<file path="src/rtl/btn_pkg.sv">
// Shared definitions for the push-button debounce slice: FSM encoding and
// the active-low button level names.
package btn_pkg;

   typedef enum logic [1:0] {
      ST_IDLE_HI = 2'b00,
      ST_WAIT_LO = 2'b01,
      ST_IDLE_LO = 2'b10,
      ST_WAIT_HI = 2'b11
   } state_t;

   localparam logic RELEASED = 1'b1;
   localparam logic PRESSED  = 1'b0;

   // Width of a counter that must hold values 0 .. cycles-1.
   function automatic int cnt_width(input int cycles);
      return (cycles > 2) ? $clog2(cycles) : 1;
   endfunction

endpackage

</file>
<file path="src/rtl/btn_debounce_sync_ff.sv">
// Plain N-stage flop synchroniser for an asynchronous pad input; the chain
// resets to RESET_VAL so a released button reads as released straight away.
module sync_ff #(
   parameter int   STAGES    = 2,
   parameter logic RESET_VAL = 1'b1
) (
   input  logic clk,
   input  logic reset,
   input  logic i_d,
   output logic o_q
);

   logic [STAGES-1:0] r_chain;

   always_ff @(posedge clk) begin
      if (reset) begin
         r_chain <= {STAGES{RESET_VAL}};
      end else begin
         r_chain <= {r_chain[STAGES-2:0], i_d};
      end
   end

   assign o_q = r_chain[STAGES-1];

endmodule

</file>
<file path="src/rtl/btn_debounce.sv">
// Debounces an active-low push-button: synchronise, then qualify each new
// level for DEBOUNCE_CYCLES+1 consecutive samples; count aborted attempts.
//
//   state      | meaning
//   IDLE_HI    | button accepted as released, watching for a press
//   WAIT_LO    | press seen, qualifying it with cnt
//   IDLE_LO    | button accepted as pressed, watching for a release
//   WAIT_HI    | release seen, qualifying it with cnt
module btn_debounce #(
   parameter int DEBOUNCE_CYCLES = 1000000,
   parameter int SYNC_STAGES     = 2,
   parameter int GLITCH_W        = 8
) (
   input  logic                clk,
   input  logic                reset,
   input  logic                btn_n,
   output logic                btn_db,
   output logic                btn_stable,
   output logic [GLITCH_W-1:0] glitch_cnt
);

   import btn_pkg::*;

   localparam int                CNT_W      = cnt_width(DEBOUNCE_CYCLES);
   localparam logic [CNT_W-1:0]  CNT_LAST   = CNT_W'(DEBOUNCE_CYCLES - 1);
   localparam logic [GLITCH_W-1:0] GLITCH_MAX = '1;

   logic                w_s;
   state_t              r_state;
   logic [CNT_W-1:0]    r_cnt;
   logic                r_db;
   logic                r_stable;
   logic [GLITCH_W-1:0] r_glitch;

   sync_ff #(
      .STAGES    (SYNC_STAGES),
      .RESET_VAL (RELEASED)
   ) u_sync (
      .clk   (clk),
      .reset (reset),
      .i_d   (btn_n),
      .o_q   (w_s)
   );

   always_ff @(posedge clk) begin
      if (reset) begin
         r_state  <= ST_IDLE_HI;
         r_cnt    <= '0;
         r_db     <= RELEASED;
         r_stable <= 1'b1;
         r_glitch <= '0;
      end else begin
         case (r_state)
            ST_IDLE_HI: begin
               if (w_s == PRESSED) begin
                  r_state  <= ST_WAIT_LO;
                  r_cnt    <= '0;
                  r_stable <= 1'b0;
               end
            end
            ST_WAIT_LO: begin
               // A reversion wins even on the final count: the level is not taken.
               if (w_s == RELEASED) begin
                  r_state  <= ST_IDLE_HI;
                  r_stable <= 1'b1;
                  if (r_glitch != GLITCH_MAX) r_glitch <= r_glitch + 1'b1;
               end else if (r_cnt == CNT_LAST) begin
                  r_state  <= ST_IDLE_LO;
                  r_db     <= PRESSED;
                  r_stable <= 1'b1;
               end else begin
                  r_cnt <= r_cnt + 1'b1;
               end
            end
            ST_IDLE_LO: begin
               if (w_s == RELEASED) begin
                  r_state  <= ST_WAIT_HI;
                  r_cnt    <= '0;
                  r_stable <= 1'b0;
               end
            end
            ST_WAIT_HI: begin
               if (w_s == PRESSED) begin
                  r_state  <= ST_IDLE_LO;
                  r_stable <= 1'b1;
                  if (r_glitch != GLITCH_MAX) r_glitch <= r_glitch + 1'b1;
               end else if (r_cnt == CNT_LAST) begin
                  r_state  <= ST_IDLE_HI;
                  r_db     <= RELEASED;
                  r_stable <= 1'b1;
               end else begin
                  r_cnt <= r_cnt + 1'b1;
               end
            end
            default: begin
               r_state  <= ST_IDLE_HI;
               r_stable <= 1'b1;
            end
         endcase
      end
   end

   assign btn_db     = r_db;
   assign btn_stable = r_stable;
   assign glitch_cnt = r_glitch;

endmodule

</file>
<file path="config.mk">
export PLATFORM = sky130hd
export DESIGN_NAME = btn_debounce
export DESIGN_NICKNAME = d
export VERILOG_FILES = /design/src/rtl/btn_pkg.sv /design/src/rtl/btn_debounce_sync_ff.sv /design/src/rtl/btn_debounce.sv
export SDC_FILE = /design/constraint.sdc
export NUM_CORES = 1
export LEC_CHECK = 0
export CAP_MARGIN = 20
export CORE_ASPECT_RATIO = 1.5
export CORE_MARGIN = 2
export CORE_UTILIZATION = 40
export DETAILED_ROUTE_END_ITERATION = 10
export GPL_TIMING_DRIVEN = 1
export PLACE_DENSITY = 0.61
export SETUP_SLACK_MARGIN = 0.4
export SLEW_MARGIN = 20
export SYNTH_ARGS = -nofsm -noshare
export SYNTH_HDL_FRONTEND = slang
export SYNTH_SLANG_ARGS = --single-unit
</file>
<file path="constraint.sdc">
create_clock -name clk -period 5.7 [get_ports clk]
set_input_delay 1.14 -clock clk [delete_from_list [all_inputs] [get_ports clk]]
set_output_delay 1.14 -clock clk [all_outputs]
set_load 0.005 [all_outputs]
</file>
==> summary by stage <==
Outcome
The run finished with clean final reports.

Setup path
The kind of launch point of the worst setup path is an input port. The capturing element type of the critical path is a register. For the worst setup path, the data required time is 5.86 ns. The worst-path maximum fanout is 20. The critical path in this run is classified as input port to register. The data arrival time of the critical path is 2.70 ns.

Yosys
The number of enable flip-flop cells after synthesis is 0. The synthesized design spends more area on one cell type than any other, namely sky130_fd_sc_hd__dfxtp_1. The post-synthesis average cell area is 8.89 sq um. In the post-synthesis netlist, the biggest area contributors are sky130_fd_sc_hd__dfxtp_1 (41%), sky130_fd_sc_hd__xor2_1 (4.8%), sky130_fd_sc_hd__nor2_1 (4.5%).

Synthesis inferred 34 register bits. The mapped cell area is 1650 sq um. The proportion of register bits with asynchronous set or reset after synthesis is 0. When the netlist entered floorplanning its net count stood at about 190. The commonest cells after synthesis are sky130_fd_sc_hd__dfxtp_1 (34), sky130_fd_sc_hd__nor2_1 (20), sky130_fd_sc_hd__nand2_1 (14), sky130_fd_sc_hd__nand3_1 (14), sky130_fd_sc_hd__a21oi_1 (11). Among all flip-flop cells after synthesis, the most frequent one is sky130_fd_sc_hd__dfxtp_1.

The cell count after synthesis came out at between 150 and 200. The sequential cell area fraction in the yosys report is 0.412. The cell with the most instances after synthesis is sky130_fd_sc_hd__dfxtp_1. The distinct cell type count of the synthesized netlist is 42. Of the post-synthesis cell area, the dominant cell type holds 0.412. For this run, the number of Yosys warnings is 0.

Cells and area
The final design utilization is 0.487. The final instance area is 1930 sq um. The antenna diode instance count is 0. After filler insertion, the fill cell instance count of the layout stands at 398.

The layout cell share with drive strength beyond 1 is 0.129. Leaving out filler cells and counting taps, the final layout contains approximately 250. The area overhead of the layout relative to synthesis is 16.7%.

In the final design database the tool counted 206 nets.

Floorplan
The initial utilization of the core area, before any placement, comes to 0.418. The total die area is around 4700 sq um. Measured along the y axis, the die boundary spans 82.7 um.

The core region is 3960 sq um. The total number of placement rows is 28. The number of top-level pins is 13.

The die width is approximately 56 um.

Flow run
The number of maximum-capacitance violations is 0.

Drt
The number of detailed-routing iterations run before antenna repair is 4. The number of vias after detailed routing is roughly 1.4k. In the final routed layout, each cell accounts on average for 14.1 um.

The residual antenna-violating net count after detailed routing is 0. For this block, the initial DRC count from the detailed router was 40. The routed via count divided by cell count is just under 6. The post-detailed-route DRC marker count is 0.

The detailed-route wire length is 3480 um.

Placed design
OpenSTA, run right after detailed placement, puts the worst setup slack at about 2.9 ns. The congestion estimate from routability-driven global placement came to 0.756. The standard cell area after detailed placement is 1820 sq um. Detailed placement finished with a half-perimeter wire length of approximately 2500 um.

The number of port buffers is 12. Once placement completed, the tool counted placed cells totaling 239.

Timing
The final count of pins violating max slew is 0. Final hold analysis gives a worst-case slack of 0.418 ns. The achievable frequency is 394 MHz.

The smallest clock period supported by the final layout is computed as 2.54 ns. The number of setup violations in the final report is 0. At the pin with the least slew margin, the transition time is 0.758 ns. The worst path meets setup with 3.16 ns of slack. Setup repair after global routing left no endpoint under its margin.

The final hold violation count is 0. The worst pin sits at a relative slew slack of 0.493. The final cycle utilization of the critical path is 0.445.

The accumulated negative setup slack is 0 ns. The worst clock skew is 0.00267 ns.

GRT
The first-pass GRT wire length is 6050 um. The global-route usage over all layers is 0.166. The overall overflow remaining after global route is 0. The maximum number of pins on one net before global-route repair is 21.

The via count of the first global-routing pass came to 1,385. The initial antenna violation count is 0.

CTS
Counting every sink on the clock net gives 34. Counting the buffers created by CTS gives 5. The post-CTS setup repair buffer count is 0. After clock tree synthesis, the clock-pin slew on the worst setup and hold paths is 0.07 ns. The clock passes through at most 2 buffers.

In this run, post-CTS hold repair placed 0 buffers. In this run, post-CTS repair resized a total of 0 instances. The cell at the root of the clock tree is sky130_fd_sc_hd__clkbuf_8.

Clock latency on the worst-skew pair, taken at its later pin, is about 0.28 ns. TritonCTS built the clock tree. The depth of the CTS H-tree is 2.

Pwr
For this design the static power due to leakage is about 0.62 nW. Dividing total power by cell area gives a power density of ~240 nW/um^2. The worst-case IR drop observed on VDD is 215 uV. The post-layout total power is 460 uW.

Min path
The tightest min-delay check is of the register to register type.
## final timing paths
| kind | start | end | slack, ns | depth (start not counted) |
|---|---|---|---|---|
| setup / recovery | reset | r_cnt[4]$_SDFFE_PP0P_ | 3.16 | 5 |
| hold / removal | u_sync.r_chain[0]$_SDFF_PP1_ | u_sync.r_chain[1]$_SDFF_PP1_ | 0.42 | 1 |
| setup reg to reg | r_cnt[0]$_SDFFE_PP0P_ | r_cnt[18]$_SDFFE_PP0P_ | 3.33 | 6 |
| hold reg to reg | u_sync.r_chain[0]$_SDFF_PP1_ | u_sync.r_chain[1]$_SDFF_PP1_ | 0.42 | 1 |
## worst max-delay path: stages
cell and delay [ns]:
sky130_fd_sc_hd__clkdlybuf4s50_1 0.96, sky130_fd_sc_hd__inv_1 0.19, sky130_fd_sc_hd__o21ai_0 0.12, sky130_fd_sc_hd__buf_4 0.22, sky130_fd_sc_hd__a21oi_1 0.07
## layout by cell type (no fill, tap or decap), types with 2 or more instances in the layout
master,count
sky130_fd_sc_hd__nand3_1,14
sky130_fd_sc_hd__and4_1,2
sky130_fd_sc_hd__o21ai_1,2
sky130_fd_sc_hd__or3_1,4
sky130_fd_sc_hd__xor2_1,9
sky130_fd_sc_hd__nand4_1,8
sky130_fd_sc_hd__o31ai_1,2
sky130_fd_sc_hd__ha_1,2
sky130_fd_sc_hd__dfxtp_1,34
sky130_fd_sc_hd__nand2b_1,2
sky130_fd_sc_hd__o21ai_0,4
sky130_fd_sc_hd__a21oi_2,2
sky130_fd_sc_hd__clkdlybuf4s50_1,12
sky130_fd_sc_hd__nor2_1,20
sky130_fd_sc_hd__a21oi_1,11
sky130_fd_sc_hd__a211oi_2,2
sky130_fd_sc_hd__nand2_1,14
sky130_fd_sc_hd__nand4b_1,2
sky130_fd_sc_hd__nor3_1,6
sky130_fd_sc_hd__or2_2,3
sky130_fd_sc_hd__and3_1,3
sky130_fd_sc_hd__nor4_1,2
sky130_fd_sc_hd__clkbuf_8,8
sky130_fd_sc_hd__and2_1,2
sky130_fd_sc_hd__inv_1,3
sky130_fd_sc_hd__a31oi_1,4
sky130_fd_sc_hd__xnor2_1,7
sky130_fd_sc_hd__or4_1,2
## state kept, by name (all words and copies together) (netlist names), named ones only
signal and cells:
r_cnt 20, glitch_cnt 8, btn_stable 1, btn_db 1, r_state 1, u_sync.r_chain 2
## cells by family after synthesis
logic type                 Yosys count  synth area share
and+or+nand+nor                     91             0.313
DFF                                 34             0.412
muxes                                2            0.0151
AOI/OAI and AO/OA                   31             0.123
adders and majority gates            2            0.0151
xor gates and xnor gates            18             0.104
buffers and inverters                8            0.0182
## routing by layer
| layer | routed length (um) | part of all wire | vias to the layer above | GRT usage |
|---|---|---|---|---|
| li1 | - | - | 701 | - |
| met1 | 1540 | 0.44 | 691 | 0.192 |
| met2 | 1790 | 0.52 | 29 | 0.288 |
| met3 | 105 | 0.030 | 2 | 0.0421 |
| met4 | 31 | 0.0089 | 0 | 0.0738 |
| met5 | 0 | 0 | - | 0 |
## area by class of cell
class	count	area (sq um)	area share
Clock buffer	8	110	0.0571
Inverter	3	11.3	0.00584
Multi-Input combinational cell	144	942	0.489
Sequential cell	34	681	0.353
Tap cell	45	56.3	0.0292
Timing Repair Buffer	13	128	0.0662
## power breakdown
group	switching [mW]	leakage, nW	internal, mW
clock	0.0830	0.0575	0.122
sequential	0.00229	0.275	0.239
combinational	0.00830	0.289	0.00564
total	0.0936	0.621	0.367
(Power assumes the default switching activity.)
==> RTL edit: new RTL, config.mk and constraints unchanged <==
`GLITCH_W`: 8 -> 6.
--- a/src/rtl/btn_debounce.sv
+++ b/src/rtl/btn_debounce.sv
@@ -9,7 +9,7 @@
 module btn_debounce #(
    parameter int DEBOUNCE_CYCLES = 1000000,
    parameter int SYNC_STAGES     = 2,
-   parameter int GLITCH_W        = 8
+   parameter int GLITCH_W        = 6
 ) (
    input  logic                clk,
    input  logic                reset,
Ports: changed (resized glitch_cnt); port bits go from 13 to 11. The function was not compared with the original's and may differ.
==> RTL edit against the original RTL <==
Setup slack worse by 0.18 ns. Sequential power is 5% lower. Wire length is 3.0% higher. Final cell count is 0.40% higher. Total power is 11% lower. Sequential cell count is 2 lower. Synthesized area is 0.45% lower. Design area is 5.1% lower.
==> RTL edit: results (changes against the original RTL) <==
number of port buffers - 10 (-2)
fin cells - 248 (+0.40%)
commonest register cell after synthesis - dfxtp_1
Syn Nets - 199 (+4.2%)
Synth async-reset ratio - 0% (unchanged)
Mapped Cells - 194 (+4.3%)
placed cell area - 1753 sq um (-3.6%)
clk slew on worst S/H paths - 0.06 ns
WL final - 3.580 mm (+3.0%)
largest register by flop count - r_cnt
Total GRT Usage - 16.96% (+0.35 points)
max FFs per register - 20 (unchanged)
grt met2 use - 30.71% (+1.9 points)
crit-path max FO - 30 (+50%)
Post-synth top cells - dfxtp_1 (32), a21oi_1 (21), nand2_1 (20)
P_clk - 162 uW (-21%)
# resized after CTS - 0 (unchanged)
synth unique cells - 48 (+14%)
status - finished clean
# Post-CTS Setup Buffers - 0 (unchanged)
pin count of the biggest net entering global routing - 31 (+48%)
CP arrival - 2.89 ns (+0.19 ns)
initial drt markers - 68 (+70%)
worst hold path type - reg -> reg
top sig layer - met4
Comb pwr share - 4.8% (+1.8 points)
TritonCTS clock tree - done
clk buf depth - 2 (unchanged)
M3 GR Usage - 3.427% (-0.78 points)
hpwl dp - 2.516 mm (+2.2%)
CTS H-Tree Depth - 2 (unchanged)
Synth area leaders - dfxtp_1 (39%), a21oi_1 (6.4%), nand2_1 (4.6%), or3_1 (4.2%), nand3_1 (4.0%)
Pre-Repair DR Iteration Count - 4 (unchanged)
Post-Place Cells - 241 (+0.84%)
share of cells above drive strength 1 - 9.852% (-3.0 points)
met3 wire len - 99 um (-5.7%)
CTS Buf Count - 5 (unchanged)
Leakage - 0.5526 nW (-11%)
clock latency on the worst-skew pair - 0.28 ns (about the same)
peak supply drop - 0.1407 mV (-35%)
Antenna diodes - 0 (unchanged)
clk root buf - clkbuf_8
first-pass GRT wire length - 6.230 mm (+3.0%)
final setup skew - 0.004956 ns (+0.002289 ns)
met2 wire length - 1.846 mm (+2.9%)
via count - 1,462 (+2.7%)
M1 GR Usage - 19.10% (-0.13 points)
initial antenna violation count - 0 (unchanged)
Nets - 208 (+0.97%)
Syn. warnings - 0 (unchanged)
vias in the first global route - 1,413 (+2.0%)
Net Sw Frac - 22.66% (+2.3 points)
register area share after synthesis - 38.94% (-2.2 points)
wl on met1 - 1.584 mm (+2.7%)
worst slew pin tran - 0.9651 ns (+0.2072 ns)
routability congestion estimate - 0.7452 (-1.5%)
RTL edit: cell count changes in the layout (fill, tap and decap cells not counted), sizes merged, moves of 5 or more:
cell | before | now
a21oi | 13 | 21
nand2 | 14 | 21
nor2 | 20 | 13
o21ai | 7 | 12
or3 | 4 | 11
xor2 | 10 | 2
RTL edit: worst paths after layout:
check | cells past startpoint | to | start | slack, ns
worst min register to register | 1 | u_sync.r_chain[1]$_SDFF_PP1_ | u_sync.r_chain[0]$_SDFF_PP1_ | 0.43
worst max register to register | 6 | btn_db$_SDFFE_PP1P_ | r_cnt[0]$_SDFFE_PP0P_ | 3.60
worst min-delay path | 1 | u_sync.r_chain[1]$_SDFF_PP1_ | u_sync.r_chain[0]$_SDFF_PP1_ | 0.43
worst max-delay path | 3 | btn_db$_SDFFE_PP1P_ | reset | 2.98
RTL edit: layout make-up:
cell class	count	area, sq um
clock buffers	6	72.57
clock inverters	1	5.005
fillers	395	2128
inverters	3	11.26
multi-input cells	151	944.7
flip-flops and latches	32	640.6
well taps	45	56.30
repair buffers	10	100.1
RTL edit: cell families (layout without fill, tap and decap cells):
family,count (synthesis),count (layout),synth area share (%)
compound gates,49,49,18.48
xor+xnor,6,6,3.650
fa+ha+maj,2,2,1.521
buf+inv,11,20,3.650
flops,32,32,38.94
mux,3,3,1.901
simple gates,91,91,31.86
RTL edit: worst max-delay path, cell delays in order:
cell and delay (ns):
clkdlybuf4s50_1 0.90, or4_1 0.70, o311a_1 0.14
RTL edit: stage by stage:
step / power [mW] / setup WS (ns) / util (%)
finish: 0.4113 / 2.981 / 46.24
global placement: 0.2536 / 2.751 / 44.28
global route: 0.4258 / 2.821 / 46.24
CTS: 0.4152 / 2.974 / 46.24
floorplan: 0.2471 / 3.573 / -
detailed placement: 0.2543 / 2.675 / 44.28
